`src/rtl/period_meter_if.sv`:
```
// Request/result bundle between a controller and the period meter.
// The meter takes the slave side; the controller issuing start takes the master side.
interface period_meter_if #(
  parameter int unsigned WIDTH = 32
);
  logic             start;
  logic             busy;
  logic             done;
  logic             timeout;
  logic [WIDTH-1:0] period;
  logic [WIDTH-1:0] high_time;

  modport master (
    output start,
    input  busy, done, timeout, period, high_time
  );

  modport slave (
    input  start,
    output busy, done, timeout, period, high_time
  );
endinterface

```
`src/rtl/period_meter.sv`:
```
// Measures period and high time of a slow asynchronous square wave in clk cycles,
// with a watchdog that posts a timeout when no full period arrives in time.
module period_meter #(
  parameter int unsigned WIDTH   = 32,
  parameter int unsigned TIMEOUT = 200_000_000
) (
  input  logic          clk,
  input  logic          rst_n,
  input  logic          sig_in,
  period_meter_if.slave bus
);

  localparam int unsigned     WD_W    = $clog2(TIMEOUT);
  localparam logic [WD_W-1:0] WD_LAST = WD_W'(TIMEOUT - 1);

  typedef enum logic [1:0] {
    ST_IDLE = 2'd0,
    ST_ARM  = 2'd1,
    ST_MEAS = 2'd2
  } state_e;

  state_e           state_q;
  logic             s0_q, s1_q, s2_q;
  logic [WIDTH-1:0] cnt_q, hi_q;
  logic [WD_W-1:0]  wd_q, wd_d;
  logic             busy_q, done_q, timeout_q;
  logic [WIDTH-1:0] period_q, high_q;
  logic             rise_s, wd_last_s;

  // Edge detect on the synchronised input and a watchdog step that saturates at its limit.
  always_comb begin
    rise_s    = s1_q & ~s2_q;
    wd_last_s = (wd_q == WD_LAST);
    if (wd_last_s) begin
      wd_d = wd_q;
    end else begin
      wd_d = wd_q + WD_W'(1);
    end
  end

  // Synchroniser, measurement FSM and registered result outputs.
  always_ff @(posedge clk) begin
    if (!rst_n) begin
      state_q   <= ST_IDLE;
      s0_q      <= 1'b0;
      s1_q      <= 1'b0;
      s2_q      <= 1'b0;
      cnt_q     <= '0;
      hi_q      <= '0;
      wd_q      <= '0;
      busy_q    <= 1'b0;
      done_q    <= 1'b0;
      timeout_q <= 1'b0;
      period_q  <= '0;
      high_q    <= '0;
    end else begin
      s0_q   <= sig_in;
      s1_q   <= s0_q;
      s2_q   <= s1_q;
      done_q <= 1'b0;
      case (state_q)
        ST_IDLE: begin
          if (bus.start) begin
            state_q <= ST_ARM;
            wd_q    <= '0;
            busy_q  <= 1'b1;
          end
        end
        ST_ARM: begin
          wd_q <= wd_d;
          if (rise_s) begin
            state_q <= ST_MEAS;
            cnt_q   <= WIDTH'(1);
            hi_q    <= WIDTH'(1);
          end else if (wd_last_s) begin
            state_q   <= ST_IDLE;
            busy_q    <= 1'b0;
            done_q    <= 1'b1;
            timeout_q <= 1'b1;
            period_q  <= '0;
            high_q    <= '0;
          end
        end
        // A rise landing on the watchdog's last cycle still yields a valid result.
        ST_MEAS: begin
          if (rise_s) begin
            state_q   <= ST_IDLE;
            busy_q    <= 1'b0;
            done_q    <= 1'b1;
            timeout_q <= 1'b0;
            period_q  <= cnt_q;
            high_q    <= hi_q;
          end else if (wd_last_s) begin
            state_q   <= ST_IDLE;
            busy_q    <= 1'b0;
            done_q    <= 1'b1;
            timeout_q <= 1'b1;
            period_q  <= '0;
            high_q    <= '0;
          end else begin
            cnt_q <= cnt_q + WIDTH'(1);
            hi_q  <= hi_q + WIDTH'(s1_q);
            wd_q  <= wd_d;
          end
        end
        default: begin
          state_q <= ST_IDLE;
          busy_q  <= 1'b0;
        end
      endcase
    end
  end

  assign bus.busy      = busy_q;
  assign bus.done      = done_q;
  assign bus.timeout   = timeout_q;
  assign bus.period    = period_q;
  assign bus.high_time = high_q;

endmodule
```
`src/flat_wrapper.sv`:
```
// flat-port wrapper written by rule: the top's interface ports become plain ports
module period_meter_flat 
#(
  parameter int unsigned WIDTH   = 32,
  parameter int unsigned TIMEOUT = 200_000_000
)
  (clk, rst_n, sig_in, bus_start, bus_busy, bus_done, bus_timeout, bus_period, bus_high_time);
  period_meter_if #(.WIDTH(WIDTH)) bus_i ();
  input  logic clk;
  input  logic rst_n;
  input  logic sig_in;
  input wire logic [$bits(bus_i.start)-1:0] bus_start;
  output wire logic [$bits(bus_i.busy)-1:0] bus_busy;
  output wire logic [$bits(bus_i.done)-1:0] bus_done;
  output wire logic [$bits(bus_i.timeout)-1:0] bus_timeout;
  output wire logic [$bits(bus_i.period)-1:0] bus_period;
  output wire logic [$bits(bus_i.high_time)-1:0] bus_high_time;
  assign bus_i.start = bus_start;
  assign bus_busy = bus_i.busy;
  assign bus_done = bus_i.done;
  assign bus_timeout = bus_i.timeout;
  assign bus_period = bus_i.period;
  assign bus_high_time = bus_i.high_time;
  period_meter #(.WIDTH(WIDTH), .TIMEOUT(TIMEOUT)) u_core (.clk(clk), .rst_n(rst_n), .sig_in(sig_in), .bus(bus_i));
endmodule
```
`config.mk`:
```
export PLATFORM = sky130hd
export DESIGN_NAME = period_meter_flat
export DESIGN_NICKNAME = d
export VERILOG_FILES = /design/src/rtl/period_meter_if.sv /design/src/rtl/period_meter.sv /design/src/flat_wrapper.sv
export SDC_FILE = /design/constraint.sdc
export NUM_CORES = 1
export LEC_CHECK = 0
export ABC_AREA = 0
export BUFFER_PORTS_ARGS = -buffer_cell sky130_fd_sc_hd__buf_2
export CAP_MARGIN = 40
export CELL_PAD_IN_SITES_DETAIL_PLACEMENT = 0
export CELL_PAD_IN_SITES_GLOBAL_PLACEMENT = 2
export CORE_MARGIN = 2
export CORE_UTILIZATION = 38
export CTS_CLUSTER_SIZE = 20
export DETAILED_ROUTE_END_ITERATION = 10
export MAX_ROUTING_LAYER = met4
export PLACE_DENSITY = 0.85
export SYNTH_ARGS = -nofsm -noshare
export SYNTH_HDL_FRONTEND = slang
export SYNTH_SLANG_ARGS = --single-unit
```
`constraint.sdc`:
```
create_clock -name clk -period 4.6 [get_ports clk]
set_input_delay 1.15 -clock clk [delete_from_list [all_inputs] [get_ports clk]]
set_output_delay 1.15 -clock clk [all_outputs]
set_load 0.1 [all_outputs]
```
==> qor.yml <==
ys_seq_area_frac: 0.4370
period_minus_slack_ns: 2.971
clock_path_buffers: 2
arrival_ns: 3.34
cts_sinks: 164
wl_mm: 19.06
clk_latency_ns: 0.43
fmax_ghz: 0.3366
final.setup.tns_ns: 0
io_pins: 71
power.density_nw_per_um2: 341.8
yosysUniqueCellTypes: 69
detail-route-antenna-nets: 0
htree_levels: 4
hold_viol: 0
cts_root_buf: "clkbuf_16"
start_kind: "register"
setup_viol: 0
die_h_um: 144.6
power_leakage_nw: 2.986
fin_crit_sh: 0.6458
nNetsFinal: 981
syn_to_final_growth_pct: 14.95
slowest_delay_ns: 0.84
synthArstFlopShare: 0
mostFrequentLayoutCell: "nand2_1"
cap_violations: 0
vias: 6789
core.rowCount: 51
dieArea_sq_um: 20910
antenna_found_initial: 0
hpwl_mm: 12.49
layout-drive-gt1-share: 0.1354
clk_pin_slew_ns: 0.07
grt_pass1_wl_mm: 31.51
avgSynthCellArea_sq_um: 8.140
worstPathRequired_ns: 4.97
critPathMaxFanout: 21
syn_inst: 923
vias_per_cell: 5.444
fin_total_pwr_w: 0.002952
port-buffer-count: 70
synth-main-ff-cell: "dfxtp_1"
rsz0062_at_grt: "false"
path_class: "reg2reg"
tightest_slew_ns: 0.8917
grt_overflow_total: 0
netlist.area_leader.share: 0.4370
grt_use_total: 0.1954
slew_headroom: 0.4048
cts_resized: 0
drc: 0
drt_iter0_markers: 441
post_drt_wl_per_cell_um: 15.29
mostFrequentLayoutCells: "nand2_1 (185), dfxtp_1 (164), a21oi_1 (121), buf_2 (70), nand3_1 (53)"
synth_area_sq_um: 7513
min-delay-path-class: "reg2reg"
synth-edff-count: 0
path_cells: "inv_1 > ha_1 > buf_4 > nand4_1 > nor4_2 > o32a_1 > o21ai_0 > a21boi_1"
synth_area_leaders: "dfxtp_1 (44%), nand2_1 (9.3%), a21oi_1 (8.1%)"
slew_viol_final: 0
cts_made_buffers: 17
yosysWarningCount: 0
coreArea_sq_um: 19460
diodes: 0
synthesis.nets: 935
grt_max_degree: 65
drtPass1Iterations: 5
yosysTopAreaCell: "dfxtp_1"
grt_pass1_vias: 6177
ctsHoldBuffers: 0
critPathCaptureType: "register"
cts_tree: "done"
gp_congestion: 0.7828
fp.dieW_um: 144.6
clock_skew_ns: 0.01010
outcome: "finished, final reports clean"
cp_slowest_cell: "o32a_1"
initial_core_util: 0.3860
peakVddDrop_uv: 262.5
synth-seq-cells: 164
post_cts_buffers: 0
==> final cells by class <==
| type | count | area, sq um |
|---|---|---|
| repair buffers | 81 | 465.4 |
| multi-input cells | 687 | 3913 |
| clock inverters | 13 | 123.9 |
| flip-flops and latches | 164 | 3283 |
| clock buffers | 19 | 452.9 |
| inverters | 18 | 67.56 |
| fillers | 1981 | 10830 |
| well taps | 265 | 331.6 |
==> routing by layer <==
| metal | track usage | vias to the layer above | part of all wire |
|---|---|---|---|
| li1 | - | 3447 | - |
| met1 | 0.2501 | 3214 | 0.48 |
| met2 | 0.3160 | 114 | 0.48 |
| met3 | 0.03974 | 14 | 0.031 |
| met4 | 0.05161 | 0 | 0.0081 |
| met5 | - | - | 0 |
==> metrics by stage <==
stage / worst slack (ns) / hold WS (ns) / util / area (sq um) / std cells
after CTS: 1.605 / 0.4535 / 0.4438 / 8637 / 1247
final: 1.629 / 0.4516 / 0.4438 / 8637 / 1247
after global routing: 1.306 / 0.4685 / 0.4438 / 8637 / 1247
after global placement: 1.389 / 0.4410 / 0.4127 / 8033 / 1214
after detailed placement: 1.322 / 0.4437 / 0.4141 / 8060 / 1215
after floorplan: 2.053 / 0.4119 / - / 7513 / 923
==> sequential cells by signal (all words and copies together), names as in the netlist <==
signal                count
u_core.s1_q               1
u_core.cnt_q             32
u_core.state_q            2
u_core.bus.high_time     32
u_core.s0_q               1
u_core.bus.timeout        1
u_core.bus.done           1
u_core.hi_q              32
u_core.bus.busy           1
u_core.s2_q               1
u_core.bus.period        32
u_core.wd_q              28
==> worst max-delay path: cells and delay by family, from the launching register on <==
kind,cells,cell delay [ns]
AO/OA/AOI/OAI,3,1.20
adder cells (fa/ha/maj),1,0.28
buffers and inverters,2,0.32
flip-flops,1,0.42
AND/OR/NAND/NOR,2,0.66
==> synth_stat cells, types with 8 or more instances <==
library cell / instances
nand4_1: 22
or3_1: 18
clkbuf_1: 31
a21oi_1: 121
buf_2: 14
and3_1: 15
xnor2_1: 11
nand3_1: 53
o211ai_1: 14
and4_1: 9
or4_1: 29
ha_1: 8
and2_1: 10
inv_1: 17
nand2_1: 186
nor2_1: 38
o21ai_0: 25
dfxtp_1: 164
o31ai_1: 31
==> where the power goes <==
group	switching (W)	internal, W
sequential	0.00000450	0.00142
clock	0.000631	0.000783
combinational	0.0000807	0.0000301
==> worst paths after layout <==
| path | from | slack (ns) | cells past startpoint | endpoint |
|---|---|---|---|---|
| min reg2reg | u_core.bus.high_time[18] | 0.45 | 2 | u_core.bus.high_time[18] |
| min | u_core.bus.high_time[18] | 0.45 | 2 | u_core.bus.high_time[18] |
| max | u_core.state_q[0] | 1.63 | 8 | u_core.wd_q[15] |
| max reg2reg | u_core.state_q[0] | 1.63 | 8 | u_core.wd_q[15] |
==> logic make-up (layout without fill, tap and decap cells) <==
family | Yosys count | after routing | synth area share
compound gates | 249 | 249 | 0.2105
xor+xnor | 11 | 11 | 0.01282
fa+ha+maj | 8 | 8 | 0.01332
buf+inv | 72 | 131 | 0.04496
flops | 164 | 164 | 0.4370
simple gates | 419 | 419 | 0.2814
No activity file was read; power rests on OpenSTA's default activity.
